===== src/rtl/clb_cfg_pkg.sv =====
`default_nettype none
// ---------------------------------------------------------------------------
// clb_cfg_pkg : shared constants, FSM states and CFG_DATA field map
// Rev 1.0
// ---------------------------------------------------------------------------
package clb_cfg_pkg;

  localparam int         CFG_W    = 37;
  localparam int         LEN_W    = 16;
  localparam logic [7:0] PREAMBLE = 8'hF2;

  typedef enum logic [2:0] {
    HUNT  = 3'd0,
    LEN   = 3'd1,
    START = 3'd2,
    DATA  = 3'd3,
    PAR   = 3'd4,
    DONE  = 3'd5,
    ERROR = 3'd6
  } state_e;

  // Field layout of one CLB configuration word
  localparam int MEM_HI         = 36;
  localparam int MEM_LO         = 21;
  localparam int COMBOPTION_HI  = 20;
  localparam int COMBOPTION_LO  = 19;
  localparam int MUX2SELECT_HI  = 18;
  localparam int MUX2SELECT_LO  = 17;
  localparam int MUX3SELECT_HI  = 16;
  localparam int MUX3SELECT_LO  = 15;
  localparam int MUX4SELECT_HI  = 14;
  localparam int MUX4SELECT_LO  = 13;
  localparam int MUX5SELECT_HI  = 12;
  localparam int MUX5SELECT_LO  = 11;
  localparam int MUX6SELECT_HI  = 10;
  localparam int MUX6SELECT_LO  = 9;
  localparam int O2M_HI         = 8;
  localparam int O2M_LO         = 3;
  localparam int DQMUX_HI       = 2;
  localparam int DQMUX_LO       = 1;
  localparam int FLOPORLATCH    = 0;

  function automatic int addr_w(input int n);
    return (n > 1) ? $clog2(n) : 1;
  endfunction

endpackage
`default_nettype wire


===== src/rtl/clb_cfg_loader_if.sv =====
`default_nettype none
// ---------------------------------------------------------------------------
// clb_cfg_loader_if : bitstream input and CLB write/status bundle
// Rev 1.0
// ---------------------------------------------------------------------------
interface clb_cfg_loader_if #(
  parameter int CFG_W = 37,
  parameter int AW    = 4
);
  logic             PROG;
  logic             DIN;
  logic             DIN_VALID;
  logic [AW-1:0]    CFG_ADDR;
  logic [CFG_W-1:0] CFG_DATA;
  logic             CFG_WE;
  logic             HOLD;
  logic             BUSY;
  logic             DONE;
  logic             ERR;

  modport master (
    output PROG, DIN, DIN_VALID,
    input  CFG_ADDR, CFG_DATA, CFG_WE, HOLD, BUSY, DONE, ERR
  );

  modport slave (
    input  PROG, DIN, DIN_VALID,
    output CFG_ADDR, CFG_DATA, CFG_WE, HOLD, BUSY, DONE, ERR
  );
endinterface
`default_nettype wire


===== src/rtl/clb_cfg_shift.sv =====
`default_nettype none
// ---------------------------------------------------------------------------
// clb_cfg_shift : MSB-first deserialiser with running even parity
// Rev 1.0
// ---------------------------------------------------------------------------
module clb_cfg_shift #(
  parameter int W = 37
) (
  input  logic         clk,
  input  logic         rst_n,
  input  logic         clr,
  input  logic         en,
  input  logic         din,
  output logic [W-1:0] data,
  output logic         par
);
  import clb_cfg_pkg::*;

  logic [W-1:0] data_q, data_d;
  logic         par_q, par_d;
  logic [W-1:0] shift_in;

  generate
    if (W == 1) begin : g_w1
      assign shift_in = din;
    end else begin : g_wn
      assign shift_in = {data_q[W-2:0], din};
    end
  endgenerate

  always_comb begin
    data_d = data_q;
    par_d  = par_q;
    if (clr) begin
      data_d = '0;
      par_d  = 1'b0;
    end else if (en) begin
      data_d = shift_in;
      par_d  = par_q ^ din;
    end
  end

  always_ff @(posedge clk or negedge rst_n) begin
    if (!rst_n) begin
      data_q <= '0;
      par_q  <= 1'b0;
    end else begin
      data_q <= data_d;
      par_q  <= par_d;
    end
  end

  assign data = data_q;
  assign par  = par_q;

endmodule
`default_nettype wire


===== src/rtl/clb_cfg_loader.sv =====
`default_nettype none
// ---------------------------------------------------------------------------
// clb_cfg_loader : hunts preamble, reads frame count, writes parity-checked CLB words
// Rev 1.0
// ---------------------------------------------------------------------------
module clb_cfg_loader #(
  parameter int NUM_CLB = 16,
  parameter int CFG_W   = clb_cfg_pkg::CFG_W,
  parameter int AW      = clb_cfg_pkg::addr_w(NUM_CLB)
) (
  input  logic            K,
  input  logic            RESET_N,
  clb_cfg_loader_if.slave cfg
);
  import clb_cfg_pkg::*;

  localparam int CNT_MAX = (CFG_W > LEN_W) ? CFG_W : LEN_W;
  localparam int CNT_W   = $clog2(CNT_MAX + 1);

  state_e           state_q, state_d;
  logic [7:0]       pre_q, pre_d;
  logic [CNT_W-1:0] cnt_q, cnt_d;
  logic [LEN_W-1:0] len_q, len_d;
  logic [AW-1:0]    addr_q, addr_d;
  logic [AW-1:0]    cfg_addr_q, cfg_addr_d;
  logic [CFG_W-1:0] cfg_data_q, cfg_data_d;
  logic             we_q, we_d;
  logic             hold_q, hold_d;
  logic             busy_q, busy_d;
  logic             done_q, done_d;
  logic             err_q, err_d;

  logic             sh_clr, sh_en, sh_par;
  logic [CFG_W-1:0] sh_data;
  logic [7:0]       pre_next;
  logic [LEN_W-1:0] len_next;
  logic             len_over;

  assign pre_next = {pre_q[6:0], cfg.DIN};
  assign len_next = {len_q[LEN_W-2:0], cfg.DIN};
  assign len_over = (32'(len_next) > 32'(NUM_CLB));

  clb_cfg_shift #(.W(CFG_W)) u_shift (
    .clk   (K),
    .rst_n (RESET_N),
    .clr   (sh_clr),
    .en    (sh_en),
    .din   (cfg.DIN),
    .data  (sh_data),
    .par   (sh_par)
  );

  always_comb begin
    state_d    = state_q;
    pre_d      = pre_q;
    cnt_d      = cnt_q;
    len_d      = len_q;
    addr_d     = addr_q;
    cfg_addr_d = cfg_addr_q;
    cfg_data_d = cfg_data_q;
    we_d       = 1'b0;
    hold_d     = hold_q;
    busy_d     = busy_q;
    done_d     = done_q;
    err_d      = err_q;
    sh_clr     = 1'b0;
    sh_en      = 1'b0;

    // PROG outranks everything, including a coincident valid bit
    if (cfg.PROG) begin
      state_d    = HUNT;
      pre_d      = '0;
      cnt_d      = '0;
      len_d      = '0;
      addr_d     = '0;
      cfg_addr_d = '0;
      hold_d     = 1'b1;
      busy_d     = 1'b0;
      done_d     = 1'b0;
      err_d      = 1'b0;
      sh_clr     = 1'b1;
    end else begin
      case (state_q)
        HUNT: begin
          if (cfg.DIN_VALID) begin
            pre_d = pre_next;
            if (pre_next == PREAMBLE) begin
              state_d = LEN;
              busy_d  = 1'b1;
              cnt_d   = '0;
            end
          end
        end
        LEN: begin
          if (cfg.DIN_VALID) begin
            len_d = len_next;
            cnt_d = cnt_q + CNT_W'(1);
            if (cnt_q == CNT_W'(LEN_W - 1)) begin
              cnt_d = '0;
              if (len_next == '0) begin
                state_d = DONE;
                done_d  = 1'b1;
                hold_d  = 1'b0;
                busy_d  = 1'b0;
              end else if (len_over) begin
                state_d = ERROR;
                err_d   = 1'b1;
                busy_d  = 1'b0;
              end else begin
                state_d = START;
              end
            end
          end
        end
        START: begin
          if (cfg.DIN_VALID) begin
            if (cfg.DIN) begin
              state_d = ERROR;
              err_d   = 1'b1;
              busy_d  = 1'b0;
            end else begin
              state_d = DATA;
              sh_clr  = 1'b1;
              cnt_d   = '0;
            end
          end
        end
        DATA: begin
          if (cfg.DIN_VALID) begin
            sh_en = 1'b1;
            cnt_d = cnt_q + CNT_W'(1);
            if (cnt_q == CNT_W'(CFG_W - 1)) begin
              cnt_d   = '0;
              state_d = PAR;
            end
          end
        end
        PAR: begin
          if (cfg.DIN_VALID) begin
            // Even parity: data parity must equal the parity bit itself
            if (sh_par == cfg.DIN) begin
              we_d       = 1'b1;
              cfg_data_d = sh_data;
              cfg_addr_d = addr_q;
              addr_d     = addr_q + AW'(1);
              len_d      = len_q - LEN_W'(1);
              state_d    = (len_q == LEN_W'(1)) ? DONE : START;
            end else begin
              state_d = ERROR;
              err_d   = 1'b1;
              busy_d  = 1'b0;
            end
          end
        end
        DONE: begin
          done_d = 1'b1;
          hold_d = 1'b0;
          busy_d = 1'b0;
        end
        ERROR: begin
          err_d  = 1'b1;
          busy_d = 1'b0;
        end
        default: begin
          state_d = HUNT;
        end
      endcase
    end
  end

  always_ff @(posedge K or negedge RESET_N) begin
    if (!RESET_N) begin
      state_q    <= HUNT;
      pre_q      <= '0;
      cnt_q      <= '0;
      len_q      <= '0;
      addr_q     <= '0;
      cfg_addr_q <= '0;
      cfg_data_q <= '0;
      we_q       <= 1'b0;
      hold_q     <= 1'b1;
      busy_q     <= 1'b0;
      done_q     <= 1'b0;
      err_q      <= 1'b0;
    end else begin
      state_q    <= state_d;
      pre_q      <= pre_d;
      cnt_q      <= cnt_d;
      len_q      <= len_d;
      addr_q     <= addr_d;
      cfg_addr_q <= cfg_addr_d;
      cfg_data_q <= cfg_data_d;
      we_q       <= we_d;
      hold_q     <= hold_d;
      busy_q     <= busy_d;
      done_q     <= done_d;
      err_q      <= err_d;
    end
  end

  assign cfg.CFG_ADDR = cfg_addr_q;
  assign cfg.CFG_DATA = cfg_data_q;
  assign cfg.CFG_WE   = we_q;
  assign cfg.HOLD     = hold_q;
  assign cfg.BUSY     = busy_q;
  assign cfg.DONE     = done_q;
  assign cfg.ERR      = err_q;

endmodule
`default_nettype wire

===== src/flat_wrapper.sv =====
// flat-port wrapper written by rule: the top's interface ports become plain ports
module clb_cfg_loader_flat import clb_cfg_pkg::*;
#(
  parameter int NUM_CLB = 16,
  parameter int CFG_W   = clb_cfg_pkg::CFG_W,
  parameter int AW      = clb_cfg_pkg::addr_w(NUM_CLB)
)
  (K, RESET_N, cfg_PROG, cfg_DIN, cfg_DIN_VALID, cfg_CFG_ADDR, cfg_CFG_DATA, cfg_CFG_WE, cfg_HOLD, cfg_BUSY, cfg_DONE, cfg_ERR);
  clb_cfg_loader_if #(.CFG_W(CFG_W), .AW(AW)) cfg_i ();
  input  logic K;
  input  logic RESET_N;
  input wire logic [$bits(cfg_i.PROG)-1:0] cfg_PROG;
  input wire logic [$bits(cfg_i.DIN)-1:0] cfg_DIN;
  input wire logic [$bits(cfg_i.DIN_VALID)-1:0] cfg_DIN_VALID;
  output wire logic [$bits(cfg_i.CFG_ADDR)-1:0] cfg_CFG_ADDR;
  output wire logic [$bits(cfg_i.CFG_DATA)-1:0] cfg_CFG_DATA;
  output wire logic [$bits(cfg_i.CFG_WE)-1:0] cfg_CFG_WE;
  output wire logic [$bits(cfg_i.HOLD)-1:0] cfg_HOLD;
  output wire logic [$bits(cfg_i.BUSY)-1:0] cfg_BUSY;
  output wire logic [$bits(cfg_i.DONE)-1:0] cfg_DONE;
  output wire logic [$bits(cfg_i.ERR)-1:0] cfg_ERR;
  assign cfg_i.PROG = cfg_PROG;
  assign cfg_i.DIN = cfg_DIN;
  assign cfg_i.DIN_VALID = cfg_DIN_VALID;
  assign cfg_CFG_ADDR = cfg_i.CFG_ADDR;
  assign cfg_CFG_DATA = cfg_i.CFG_DATA;
  assign cfg_CFG_WE = cfg_i.CFG_WE;
  assign cfg_HOLD = cfg_i.HOLD;
  assign cfg_BUSY = cfg_i.BUSY;
  assign cfg_DONE = cfg_i.DONE;
  assign cfg_ERR = cfg_i.ERR;
  clb_cfg_loader #(.NUM_CLB(NUM_CLB), .CFG_W(CFG_W), .AW(AW)) u_core (.K(K), .RESET_N(RESET_N), .cfg(cfg_i));
endmodule

===== config.mk =====
export PLATFORM = sky130hd
export DESIGN_NAME = clb_cfg_loader_flat
export DESIGN_NICKNAME = d
export VERILOG_FILES = /design/src/rtl/clb_cfg_pkg.sv /design/src/rtl/clb_cfg_loader_if.sv /design/src/rtl/clb_cfg_shift.sv /design/src/rtl/clb_cfg_loader.sv /design/src/flat_wrapper.sv
export SDC_FILE = /design/constraint.sdc
export NUM_CORES = 1
export LEC_CHECK = 0
export ABC_AREA = 1
export CAP_MARGIN = 5
export CORE_ASPECT_RATIO = 0.75
export CORE_MARGIN = 2
export CORE_UTILIZATION = 30
export CTS_BUF_LIST = sky130_fd_sc_hd__clkbuf_16
export DETAILED_ROUTE_END_ITERATION = 8
export HOLD_SLACK_MARGIN = 0.15
export PLACE_DENSITY_LB_ADDON = 0.12
export REMOVE_ABC_BUFFERS = 1
export SLEW_MARGIN = 0
export SYNTH_ARGS = -nofsm -noshare
export SYNTH_HDL_FRONTEND = slang
export SYNTH_HIERARCHICAL = 1
export SYNTH_SLANG_ARGS = --single-unit
export TNS_END_PERCENT = 5

===== constraint.sdc =====
create_clock -name K -period 1.7 [get_ports K]
set_input_delay 0.425 -clock K [delete_from_list [all_inputs] [get_ports K]]
set_output_delay 0.425 -clock K [all_outputs]
set_load 0.005 [all_outputs]

==> metrics.md <==
| Metric | Value |
|---|---|
| Outcome | completed |
| Setup TNS | 0 ns |
| Vias in the first global route | 5,321 |
| Pwr/cell area | 1440 nW/µm² |
| Vias | 5,411 |
| Max-capacitance violation count | 0 |
| Final Max Slew Viols | 0 |
| Synth area leader | dfrtp_1 |
| Clock Pin Slew Worst Setup and Hold Paths | 0.07 ns |
| Cell family with most CP delay | buffers and inverters |
| Top_reg_cell synth | dfrtp_1 |
| Netlist cell types | 34 |
| Wirelength per Cell | 13.6 µm |
| Post-synthesis xor/xnor area fraction | 0.581% |
| Synthesized cell area | 6030 µm² |
| Inserted Diodes | 0 |
| Die area | roughly 21,000 µm² |
| Area added between synthesis and finish | 36.4% |
| Routed WL | between 15,000 and 20,000 µm |
| Leakage | 4.42 nW |
| Drt pass-1 iters | 5 |
| I/O pin count | roughly 50 |
| Clock Latency Late Sink | 0.42 ns |
| Reg power frac | between 20 and 30% |
| Worst Skew | 0.00825 ns |
| Final RePlAce weighted congestion | a little over 0.9 |
| # DRC | 0 |
| Fin crit share | a little under 100% |
| Adder-cell share of the synthesized area | 1.04% |
| Post-DRT Antenna Nets | 0 |
| First-pass GRT wire length | 26,700 µm |
| Post-Syn Instances | 761 |
| Final net count | 912 |
| Worst-Margin Slew | 0.416 ns |
| Final Cell Area | 8220 µm² |
| Sw frac | 37.9% |
| Min-Delay Path Class | flip-flop to flip-flop |
| Main combinational cell family by area after synthesis | simple AND/OR/NAND/NOR gates |
| Tot GR Track Use | between 10% and 20% |
| Worst Setup Path Type | flip-flop to output pin |
| Share of cells above drive strength 1 | 21.7% |
| Clock Sinks | 120 |
| Max VDD drop | 0.751 mV |
| Clock power frac | 31.5% |
| Clk Tree Root Cell | clkbuf_16 |
| Worst hold margin | between 0.4 and 0.5 ns |
| Synth top area share | 49.4% |
| CP Launch Type | flip-flop |
| GRT Residual Overflow | 0 |
| Area contributors post-synth | dfrtp_1 49%, nand2_1 19%, nand3_1 4.8%, nor2_1 3.7%, nand3_2 3.3% |
| Syn Area/Cell | 7.92 µm² |
| Total power draw | 11.8 mW |
| WP data required | 1.27 ns |
| Initial antenna violation count | 0 |
| Largest net degree at the start of global routing | 38 |
| Int Power | 7.35 mW |
| Final hold vios | 0 |
| Bufs on Longest Clock Path | 2 |
| Number of synthesized flops with an enable pin | 0 |
| Cts bufs inserted | 17 |
| Die outline width | 168 µm |
| Post-placement setup slack | -0.559 ns |
| Final setup margin | between 0.03 and 0.04 ns |
| Mux contribution to synthesized area | less than 1% |
| Initial DRC count | 359 |
| DP Area | about 7500 µm² |
| Core Area | 19,500 µm² |
| Final setup viols | 0 |
| CP peak stage delay | 0.49 ns |
| Yosys warning count | 6 |
| CTS tree | built |
| Site row count | 44 |
| CP Cell Sequence | clkdlybuf4s50_1 |
| Worst setup EP type | output pin |
| Post-route minimum period | approximately 1.7 ns |
| DP Wirelength | 11,200 µm |
| Compound-Gate Fraction of Synth Area | 6.54% |
| Peak Freq | 601 MHz |
| Slew HR | a little over 70% |
| Critical Path Fanout Max | 1 |
| RSZ-0062 raised after global routing | true |
| Simple-Gate Fraction of Synth Area | roughly 34% |
| Port bufs | 50 |
| Combinational cell fraction of total power | 40.6% |
| Slowest stage cell, crit path | clkdlybuf4s50_1 |
| Via density per instance | 4.63 |
| Buf/Inv on CP | 1 |
| Die height | 127 µm |
| P_sw | about 4.5 mW |
| Yosys reg bits | 120 |
| Worst endpoint data arrival time | 1.24 ns |
| Htree depth | 4 |
| Starting Density | 30.8% |
| Post-synthesis sequential area ratio | 49.9% |
| Synth async-reset ratio | 100% |
per-stage QoR:
stage | utilization, % | instances
after floorplan | - | 733
after global placement | 38.4 | 1129
after detailed placement | 38.4 | 1129
after CTS | 41.3 | 1162
after global routing | 42.1 | 1168
final | 42.1 | 1168
logic make-up after synthesis:
group,Yosys count
and+or+nand+nor,472
AOI/OAI and AO/OA,70
buffers and inverters,89
muxes,1
DFF,120
adders and majority gates,5
xor gates and xnor gates,4
path summary, 6_finish.rpt:
check	startpoint	endpoint	slack (ns)	cells after the start
setup / recovery	u_core/cfg.CFG_WE	cfg_CFG_WE	0.04	1
hold / removal	u_core/cfg.HOLD	u_core/cfg.HOLD	0.46	2
setup reg to reg	u_core/state_q[0]	u_core/u_shift/data[34]	0.06	11
hold reg to reg	u_core/cfg.HOLD	u_core/cfg.HOLD	0.46	2
max in group asynchronous	RESET_N	u_core/cfg.HOLD	0.61	3
min in group asynchronous	RESET_N	u_core/len_q[3]	0.48	2
what timing repair did:
item | in CTS | in global routing
endpoints found under the hold margin | 21 | 0
gates cloned | 0 | 3
endpoints found under the setup margin | 111 | 114
gates resized for setup | 49 | 26
buffers inserted | 0 | 3
hold buffers | 1 | 0
pin swaps | 0 | 6
layer usage:
metal | global-route usage (%) | share of wire [%] | up-vias
met5 | 0 | 0 | -
met4 | 4.04 | 0.89 | 0
met3 | 3.15 | 3.3 | 8
met2 | 23.5 | 43 | 93
met1 | 22.8 | 53 | 2582
li1 | - | - | 2728
synthesized netlist by cell type, types with 2 or more instances:
| cell type | instances |
|---|---|
| a21oi_1 | 17 |
| a22oi_2 | 2 |
| buf_12 | 2 |
| buf_2 | 13 |
| buf_4 | 5 |
| buf_6 | 6 |
| dfrtp_1 | 119 |
| ha_1 | 5 |
| inv_1 | 53 |
| inv_2 | 8 |
| nand2_1 | 304 |
| nand2_2 | 3 |
| nand3_1 | 58 |
| nand3_2 | 20 |
| nand3b_1 | 2 |
| nand4_1 | 7 |
| nor2_1 | 60 |
| nor2_2 | 5 |
| nor2_4 | 3 |
| nor3_1 | 7 |
| o211ai_1 | 6 |
| o21ai_0 | 27 |
| o21ai_1 | 9 |
| o22ai_1 | 7 |
| xor2_1 | 4 |
area by class of cell:
type / count / area, µm²
Sequential cell: 120 / 3010
Clock buffer: 17 / 425
Tap cell: 253 / 317
Timing Repair Buffer: 150 / 1410
Inverter: 61 / 234
Multi-Input combinational cell: 552 / 2640
Clock inverter: 15 / 181
Fill cell: 1942 / 11300
placed cells by master (no fill, tap or decap), types with 6 or more instances in the layout:
cell type,Yosys,layout
o21ai_1,9,8
inv_1,53,49
nand4_1,7,7
nand3_1,58,58
buf_4,5,83
nor2_4,3,7
nor2_2,5,11
o211ai_1,6,6
nand2_1,304,303
o22ai_1,7,7
inv_2,8,10
o21ai_0,27,27
nor2_1,60,50
nor3_1,7,6
nand3_2,20,20
buf_12,2,14
clkbuf_16,0,19
dlygate4sd2_1,0,46
inv_6,0,6
a21oi_1,17,17
dfrtp_1,119,117
power by group through the flow:
stage / sequential (mW) / clock (mW) / combinational (mW)
5_1_grt: 3.34 / 3.95 / 5.41
3_5_place_dp: 3.34 / 0 / 4.60
2_1_floorplan: 3.36 / 0 / 2.53
4_1_cts: 3.29 / 3.82 / 4.62
6_report: 3.31 / 3.72 / 4.81
3_3_place_gp: 3.34 / 0 / 4.59
sequential cells by signal, indices dropped and copies added, names as in the netlist:
| name | flops |
|---|---|
| u_core/addr_q | 4 |
| u_core/cfg.BUSY | 1 |
| u_core/cfg.CFG_ADDR | 4 |
| u_core/cfg.CFG_DATA | 37 |
| u_core/cfg.CFG_WE | 1 |
| u_core/cfg.DONE | 1 |
| u_core/cfg.ERR | 1 |
| u_core/cfg.HOLD | 1 |
| u_core/cnt_q | 6 |
| u_core/len_q | 16 |
| u_core/pre_q | 7 |
| u_core/state_q | 3 |
| u_core/u_shift/data | 37 |
| u_core/u_shift/par | 1 |
Power figures use the tool's default switching activity.
